File: src/rtl/blautobr_gen2.sv
// blautobr_gen2: windowed bright-pixel metering with one exposure/gain update per frame
module blautobr_gen2 #(
    parameter int NPIX     = 5,
    parameter int HW       = 11,
    parameter int VW       = 11,
    parameter int ACCW     = 17,
    parameter int SHIFT    = 12,
    parameter int MW       = ACCW - SHIFT,
    parameter int GW       = 8,
    parameter int GAIN_MAX = 255,
    parameter int EW       = 11,
    parameter int EXP_MIN  = 1,
    parameter int EXP_MAX  = 1027,
    parameter int STEP_MAX = 16
) (
    input  logic            i_clk,
    input  logic            i_init_n,
    input  logic            i_en,
    input  logic            i_vblank,
    input  logic [NPIX-1:0] i_pix_hit,
    input  logic [HW-1:0]   i_ah,
    input  logic [VW-1:0]   i_av,
    input  logic [HW-1:0]   i_win_h0,
    input  logic [HW-1:0]   i_win_h1,
    input  logic [VW-1:0]   i_win_v0,
    input  logic [VW-1:0]   i_win_v1,
    input  logic [MW-1:0]   i_lo_th,
    input  logic [MW-1:0]   i_hi_th,
    input  logic            i_mode_prop,
    input  logic            i_ext_gain,
    input  logic            i_ext_exp,
    input  logic [GW-1:0]   i_igain,
    input  logic [EW-1:0]   i_iexp,
    output logic [GW-1:0]   o_gain,
    output logic [EW-1:0]   o_exp,
    output logic [MW-1:0]   o_metric,
    output logic            o_upd
);
    localparam int CW = $clog2(NPIX + 1);
    localparam int SW = $clog2(STEP_MAX + 1);
    localparam logic [2:0] S_IDLE   = 3'd0;
    localparam logic [2:0] S_FLUSH1 = 3'd1;
    localparam logic [2:0] S_FLUSH2 = 3'd2;
    localparam logic [2:0] S_EVAL   = 3'd3;
    localparam logic [2:0] S_APPLY  = 3'd4;

    logic            w_rst, w_rise, w_fall, w_start, w_in_win;
    logic            r_vblank_q, r_armed, r_gate;
    logic [HW-1:0]   r_h0, r_h1, w_h0, w_h1;
    logic [VW-1:0]   r_v0, r_v1, w_v0, w_v1;
    logic [CW-1:0]   r_cnt, w_cnt;
    logic [ACCW-1:0] r_acc;
    logic [ACCW:0]   w_sum;
    logic [2:0]      r_state, w_next;
    logic [MW-1:0]   w_m, w_err, r_m;
    logic            w_dark, w_bright, r_dark, r_bright;
    logic [SW-1:0]   w_step, r_step;
    logic [GW:0]     w_gain_up;
    logic [GW-1:0]   w_gain_inc, w_gain_dec, w_gain_nx;
    logic [EW:0]     w_exp_up;
    logic [EW-1:0]   w_exp_inc, w_exp_dec, w_iexp_cl, w_exp_nx;

    assign w_rst   = !i_init_n || !i_en;
    assign w_rise  = i_vblank && !r_vblank_q;
    assign w_fall  = !i_vblank && r_vblank_q;
    assign w_start = w_rise && r_armed && (r_state == S_IDLE);

    // bounds captured on the falling edge already apply to that first active cycle
    assign w_h0 = w_fall ? i_win_h0 : r_h0;
    assign w_h1 = w_fall ? i_win_h1 : r_h1;
    assign w_v0 = w_fall ? i_win_v0 : r_v0;
    assign w_v1 = w_fall ? i_win_v1 : r_v1;
    assign w_in_win = !i_vblank && i_ah >= w_h0 && i_ah <= w_h1 && i_av >= w_v0 && i_av <= w_v1;
    assign w_sum    = {1'b0, r_acc} + (ACCW + 1)'(r_cnt);

    assign w_m      = r_acc[ACCW-1:SHIFT];
    assign w_dark   = w_m < i_lo_th;
    assign w_bright = !w_dark && w_m > i_hi_th;
    assign w_err    = w_dark ? i_lo_th - w_m : w_m - i_hi_th;
    assign w_step   = !i_mode_prop ? SW'(1) : (w_err > MW'(STEP_MAX)) ? SW'(STEP_MAX) : SW'(w_err);

    assign w_gain_up  = {1'b0, o_gain} + (GW + 1)'(r_step);
    assign w_gain_inc = (w_gain_up > (GW + 1)'(GAIN_MAX)) ? GW'(GAIN_MAX) : w_gain_up[GW-1:0];
    assign w_gain_dec = (o_gain > GW'(r_step)) ? o_gain - GW'(r_step) : '0;
    assign w_exp_up   = {1'b0, o_exp} + (EW + 1)'(r_step);
    assign w_exp_inc  = (w_exp_up > (EW + 1)'(EXP_MAX)) ? EW'(EXP_MAX) : w_exp_up[EW-1:0];
    assign w_exp_dec  = ({1'b0, o_exp} >= (EW + 1)'(EXP_MIN) + (EW + 1)'(r_step)) ? o_exp - EW'(r_step) : EW'(EXP_MIN);
    assign w_iexp_cl  = (i_iexp > EW'(EXP_MAX)) ? EW'(EXP_MAX) : (i_iexp < EW'(EXP_MIN)) ? EW'(EXP_MIN) : i_iexp;

    // popcount of the per-pixel bright flags
    always_comb begin
        w_cnt = '0;
        for (int i = 0; i < NPIX; i++) w_cnt = w_cnt + CW'(i_pix_hit[i]);
    end

    // vblank history is cleared so leaving reset inside blanking finds the controller unarmed
    always_ff @(posedge i_clk) begin
        if (w_rst) begin
            r_vblank_q <= 1'b0;
            r_armed    <= 1'b0;
            r_h0       <= '0;
            r_h1       <= '0;
            r_v0       <= '0;
            r_v1       <= '0;
        end else begin
            r_vblank_q <= i_vblank;
            if (w_fall) begin
                r_armed <= 1'b1;
                r_h0    <= i_win_h0;
                r_h1    <= i_win_h1;
                r_v0    <= i_win_v0;
                r_v1    <= i_win_v1;
            end else if (w_start) begin
                r_armed <= 1'b0;
            end
        end
    end

    // two-stage metering: register gate and count, then saturating accumulate
    always_ff @(posedge i_clk) begin
        if (w_rst) begin
            r_gate <= 1'b0;
            r_cnt  <= '0;
            r_acc  <= '0;
        end else begin
            r_gate <= w_in_win;
            r_cnt  <= w_cnt;
            r_acc  <= w_fall ? '0 : !r_gate ? r_acc : w_sum[ACCW] ? '1 : w_sum[ACCW-1:0];
        end
    end

    // a vblank fall before APPLY abandons the sequence
    always_comb begin
        w_next = (r_state == S_IDLE) ? (w_start ? S_FLUSH1 : S_IDLE) :
                 (r_state == S_APPLY || w_fall) ? S_IDLE : r_state + 3'd1;
    end

    // override loads first, then at most one step on either exposure or gain
    always_comb begin
        w_exp_nx  = i_ext_exp ? w_iexp_cl : o_exp;
        w_gain_nx = i_ext_gain ? i_igain : o_gain;
        if (!(i_ext_exp && i_ext_gain)) begin
            if (r_dark) begin
                if (!i_ext_exp && o_exp < EW'(EXP_MAX)) w_exp_nx = w_exp_inc;
                else if (!i_ext_gain) w_gain_nx = w_gain_inc;
            end else if (r_bright) begin
                if (!i_ext_gain && o_gain != '0) w_gain_nx = w_gain_dec;
                else if (!i_ext_exp) w_exp_nx = w_exp_dec;
            end
        end
    end

    // sequence: flush pipeline, evaluate the metric, publish one update
    always_ff @(posedge i_clk) begin
        if (w_rst) begin
            r_state  <= S_IDLE;
            r_m      <= '0;
            r_dark   <= 1'b0;
            r_bright <= 1'b0;
            r_step   <= '0;
            o_gain   <= '0;
            o_exp    <= EW'(EXP_MIN);
            o_metric <= '0;
            o_upd    <= 1'b0;
        end else begin
            r_state <= w_next;
            o_upd   <= (r_state == S_APPLY);
            if (r_state == S_EVAL) begin
                r_m      <= w_m;
                r_dark   <= w_dark;
                r_bright <= w_bright;
                r_step   <= w_step;
            end
            if (r_state == S_APPLY) begin
                o_metric <= r_m;
                o_gain   <= w_gain_nx;
                o_exp    <= w_exp_nx;
            end
        end
    end
endmodule
File: config.mk
export PLATFORM = sky130hd
export DESIGN_NAME = blautobr_gen2
export DESIGN_NICKNAME = d
export VERILOG_FILES = /design/src/rtl/blautobr_gen2.sv
export SDC_FILE = /design/constraint.sdc
export NUM_CORES = 1
export LEC_CHECK = 0
export CAP_MARGIN = 30
export CORE_MARGIN = 4
export CORE_UTILIZATION = 59
export CTS_CLUSTER_SIZE = 10
export DETAILED_ROUTE_END_ITERATION = 8
export GPL_TIMING_DRIVEN = 0
export HOLD_SLACK_MARGIN = 0.06
export PLACE_DENSITY = 0.95
export SETUP_SLACK_MARGIN = 0.15
export SYNTH_ARGS = -nofsm -noshare
export SYNTH_HDL_FRONTEND = slang
export SYNTH_SLANG_ARGS = --single-unit
File: constraint.sdc
create_clock -name i_clk -period 8.5 [get_ports i_clk]
set_input_delay 1.275 -clock i_clk [delete_from_list [all_inputs] [get_ports i_clk]]
set_output_delay 1.275 -clock i_clk [all_outputs]
set_load 0.05 [all_outputs]
### Yosys cells after proc, flatten, opt, wreduce, memory -nomap -nowiden

Cells that the tools add are included.

| cells by class | value |
|---|---|
| add/sub/neg operators | 13 |
| magnitude comparators | 14 |
| equality and inequality tests | 2 |
| mux-type cells | 33 |
| reductions and logical operators | 25 |

Operators with widths:

| operator | count |
|---|---|
| 11-bit two-way mux | 15 |
| 8-bit two-way mux | 9 |
| 11-bit >= comparator | 2 |
| 11-bit <= comparator | 2 |
| 17-bit by 3-bit adder with 18-bit output | 1 |
| 17-bit two-way mux | 1 |
| 5-bit two-way mux | 3 |
| 11-bit by 5-bit adder with 12-bit output | 1 |
| 12-bit by 11-bit > comparator with 1-bit output (second input constant) | 1 |
| 1-bit logical AND | 12 |
| 11-bit by 6-bit >= comparator with 1-bit output | 1 |
| 11-bit > comparator (second input constant) | 1 |
| 11-bit by 1-bit less-than comparator with 1-bit output (second input constant) | 1 |
| 11-bit less-than comparator (second input constant) | 1 |
| 11-bit by 5-bit subtractor with 11-bit output | 1 |
| 5-bit subtractor | 2 |
| 8-bit by 5-bit adder with 9-bit output | 1 |
| 9-bit by 8-bit > comparator with 1-bit output (second input constant) | 1 |
| 8-bit by 5-bit > comparator with 1-bit output | 1 |
| 8-bit nonzero test | 1 |
| 8-bit by 5-bit subtractor with 8-bit output | 1 |
| 1-bit logical NOT | 7 |
| 1-bit by 5-bit adder with 6-bit output (first input constant) | 1 |
| 3-bit by 1-bit adder with 3-bit output | 2 |
| 14 further kinds | 18 |

| word-level totals | value |
|---|---|
| flip-flop bits (word level) | 107 |
| bits of input ports | 107 |
| output and inout bits | 25 |
| word-level logic and storage cells | 105 |

### Logic depth before layout (Yosys ltp)

| depth | value |
|---|---|
| depth in word-level cells | 9 |
| gate-level depth with buffers | 12 |
| gate-level depth less buffers | 11 |

### Least setup slack after synthesis

No wires, ideal clock.

| path | value |
|---|---|
| path type | input to register |
| start point | in i_vblank |
| end point | reg r_gate |
| setup time | 96 ps |
| arrival | 3734 ps |
| data required time | 8404 ps |
| setup slack | 4670 ps |
| cell stages on the path | 12 |
| path buffers | 2 |
| cell sequence | nand2b_1 > clkbuf_1 > buf_1 > mux2i_1 > ha_1 > nor2b_1 > o21a_1 > o21a_1 > o21a_1 > o21ai_0 > a21oi_1 > nor4b_1 |

| between the ends | value |
|---|---|
| cells in the longest elaborated chain, start to end | 8 |
| elaborated cells between the ends (all ways) | 14 |
| classes of those cells | order compare: 4; mux: 4; reduce/logical: 6 |

Ends and longest elaborated chain:

| what | line | text |
|---|---|---|
| start: declaration | 19 | `input logic i_vblank,` |
| 1-bit logical NOT * | 65, 73 |  |
| 1-bit logical AND | 65 | `assign w_fall = !i_vblank && r_vblank_q;` |
| 11-bit two-way mux | 69 | `assign w_h0 = w_fall ? i_win_h0 : r_h0;` |
| 11-bit >= comparator | 73 | `assign w_in_win = !i_vblank && i_ah >= w_h0 && i_ah <= w_h1 && i_av >= w_v0 && i_av <= w_v1;` |
| 1-bit logical AND (3 in series) | 73 |  |
| 1-bit logical AND * | 73 |  |
| end signal: assignment | 126 | `r_gate <= w_in_win;` |
| end: declaration | 48 | `logic r_vblank_q, r_armed, r_gate;` |

Mark *: on every way between the ends. The rest lies on a longest branch, timed or not.
A chain may end at the register's enable or synchronous reset.

### Worst setup path in the final report

Ends and elaborated chain as after synthesis.

==> flow_summary_export.csv <==
group,metric,value,unit
grt,antenna_found_initial,0,
cts,clkLatencyLatePin,350,ps
power,power,1130,uW
grt,grtUsageTotal,32.3,%
synthesis,syn_nets,1120,
sta,fin_crit_sh,56.7,%
drt,antenna_left,0,
layout,antenna_cells,0,
layout,area_growth,23.8,%
sta,finalWorstSetupSlack,3680,ps
critical_path,critical_path_class,"input port to register",
min_path,hold_path_depth,2,
cts,cts_tree,"built",
power,powerDensity,118,nW/um^2
synthesis,synth_common_cells,"dfxtp_1 (107), nor2_1 (94), ha_1 (88), a21oi_1 (57), nand2_1 (56)",
critical_path,worstPathCellList,"clkdlybuf4s50_1 > nand2b_1 > clkbuf_1 > buf_1 > mux2i_1 > ha_1 > nor2b_1 > o21a_1 > o21a_1 > o21a_1 > o21ai_0 > a21oi_1 > nor4b_1",
critical_path,path_max_fanout,10,
drt,routed_wl,24500,um
critical_path,cp-start-kind,"input port",
cts,cts_buffer_depth,2,
place,io_buffers,131,
power,ir_worst_vdd,0.110,mV
drt,dr.pass1.iters,6,
floorplanning,row_count,41,
synthesis,yosysTopAreaCell,"dfxtp_1",
place,dp_cells,1219,
sta,fmax,208,MHz
layout,drive_above_1_share,3.11,%
grt,grt_pass1_wl,38700,um
drt,avgRoutedWirePerCell,19.9,um
sta,drv_slew,0,
grt,grt_pass1_vias,7801,
synthesis,ys_seq_area_share,27.7,%
synthesis,syn_inst,916,
critical_path,end_kind,"register",
layout,finalCoreUtilization,75.2,%
critical_path,cp.depth,13,
critical_path,crit_arrival,5070,ps
place,dp_hpwl,18600,um
critical_path,crit_family,"buffers and inverters",
floorplanning,die_x,122,um
floorplanning,coreArea,12700,um^2
cts,cts_setup_buffers,0,
critical_path,worst-path-buf-inv,3,
layout,fill_cells,951,
cts,cts_buffers,9,
synthesis,synthTopCellsByArea,"dfxtp_1 (28%), ha_1 (14%), mux2i_1 (6.5%)",
status,run_status,"complete, no violations",
layout,stdcell_count,1233,
cts,clk_pin_slew,70,ps
sta,fin_tns_setup,0,ps
place,gp_congestion,0.994,
synthesis,avgSynthCellArea,8.44,um^2
cts,cts_resized,0,
synthesis,yosysUniqueCellTypes,71,
floorplanning,die_height,122,um
cts,clock_sinks,107,
synthesis,ys_ff_latch,107,
sta,setup_viol,0,
cts,htreeDepth,3,
synthesis,synth.most_common_cell,"dfxtp_1",
floorplanning,fp.dieArea,15000,um^2
cts,hold_buffers,0,
sta,rsz0062_at_grt,"no",
synthesis,netlist_area,7730,um^2
critical_path,reg2reg_depth,12,
drt,drt_iter0_markers,1058,
grt,grt_max_degree,18,
drt,viasPerCell,6.46,
min_path,hold_path.class,"register to register",
cts,cts-root-buf,"clkbuf_16",
grt,gr-total-overflow,0,
run,drv_cap,0,
layout,nets,1262,
drt,dr_total_vias,7971,
sta,worstMarginPinSlew,920,ps
synthesis,yosysWarnings,0,
floorplanning,initial_utilization,60.8,%
synthesis,synth-edff-count,0,
synthesis,async_flop_share,0,%
sta,hold_viol,0,
critical_path,path_common_cell,"o21a_1",
place,pre_cts_ws,3440,ps
synthesis,ys.flop_type,"dfxtp_1",
power,leakage,0.00381,uW
sta,slew_headroom,38.2,%
critical_path,slowest_delay,640,ps
drt,drc,0,
sta,fin_worst_skew,10.7,ps
sta,period_minus_slack,4820,ps
critical_path,required,8750,ps
critical_path,crit_path_top_delay_cell,"buf_1",
floorplanning,boundaryPins,132,
synthesis,synth_top_area_share,27.7,%
area by class of cell:
class                           instances  area [um^2]  area share [%]
Multi-Input combinational cell        720         5250            54.8
Sequential cell                       107         2140            22.4
Timing Repair Buffer                  131         1310            13.7
Clock buffer                            9          225            2.35
Tap cell                              172          215            2.25
Buffer                                 47          185            1.93
Inverter                               42          158            1.65
Clock inverter                          5         87.6           0.915
per-stage QoR:
| step | area, um^2 | hold WS [ps] |
|---|---|---|
| after global placement | 9260 | 438 |
| after detailed placement | 9260 | 448 |
| final | 9570 | 457 |
| after floorplan | 7730 | 431 |
| after global routing | 9570 | 458 |
| after CTS | 9570 | 451 |
worst paths after layout:
kind,start,endpoint,slack (ps)
setup / recovery,i_vblank,r_gate,3680
hold reg to reg,r_m[2],o_metric[2],460
setup reg to reg,r_vblank_q,r_gate,4910
hold / removal,r_m[2],o_metric[2],460
registers in the layout (all words and copies together) (netlist names):
signal / flops
o_exp: 11
o_gain: 8
o_metric: 5
o_upd: 1
r_acc: 17
r_armed: 1
r_bright: 1
r_cnt: 3
r_dark: 1
r_gate: 1
r_h0: 11
r_h1: 11
r_m: 5
r_state: 3
r_step: 5
r_v0: 11
r_v1: 11
r_vblank_q: 1
worst min-delay path, cell delays in order (launching register included):
cell and delay (ps):
dfxtp_1 310, nand2_1 50, a21oi_1 50
power by group:
group	internal (uW)	total (uW)	leakage [uW]	switching (uW)
clock network	259	456	0.000155	198
registers	504	505	0.000863	1.18
logic	84.3	167	0.00279	83.0
total	847	1130	0.00381	282
cells by family after synthesis:
kind of cell	Yosys count	share of synthesized area, %
DFF	107	27.7
adders and majority gates	97	16.6
AOI/OAI and AO/OA	242	21.4
buffers and inverters	89	4.43
xor gates and xnor gates	35	3.96
muxes	55	7.20
and+or+nand+nor	291	18.7
layer usage:
layer  vias to the layer above  share of wire (%)  track usage, %
li1                       3646                  -               -
met1                      3750                 38            38.9
met2                       478                 48            55.6
met3                        97                9.3            6.91
met4                         0                4.3            14.0
met5                         -                  0               0
cell usage in the layout, fill, tap and decap left out, types with 6 or more instances in the layout:
| cell | netlist | routed |
|---|---|---|
| nand3_1 | 22 | 22 |
| o211ai_1 | 16 | 16 |
| dfxtp_1 | 107 | 107 |
| o2111ai_1 | 12 | 12 |
| and3_1 | 16 | 16 |
| nor2b_1 | 24 | 24 |
| nor4_1 | 9 | 9 |
| mux2i_1 | 50 | 50 |
| clkbuf_16 | 0 | 9 |
| a31oi_1 | 8 | 8 |
| a211oi_1 | 8 | 8 |
| a32o_1 | 7 | 7 |
| nor3_1 | 11 | 11 |
| ha_1 | 88 | 88 |
| nand4_1 | 10 | 10 |
| a21oi_1 | 57 | 57 |
| clkbuf_1 | 38 | 38 |
| o22ai_1 | 11 | 11 |
| o21a_1 | 15 | 15 |
| nor2_1 | 94 | 94 |
| o21ai_1 | 14 | 14 |
| o21ai_0 | 31 | 31 |
| inv_1 | 39 | 39 |
| a2111oi_0 | 6 | 6 |
| nand2b_1 | 12 | 12 |
| clkdlybuf4s50_1 | 0 | 131 |
| buf_1 | 7 | 7 |
| a21o_1 | 9 | 9 |
| o221ai_1 | 8 | 8 |
| xor2_1 | 11 | 11 |
| and2_1 | 6 | 6 |
| nand2_1 | 56 | 56 |
| fa_1 | 9 | 9 |
| xnor2_1 | 24 | 24 |
Power figures use the tool's default switching activity.
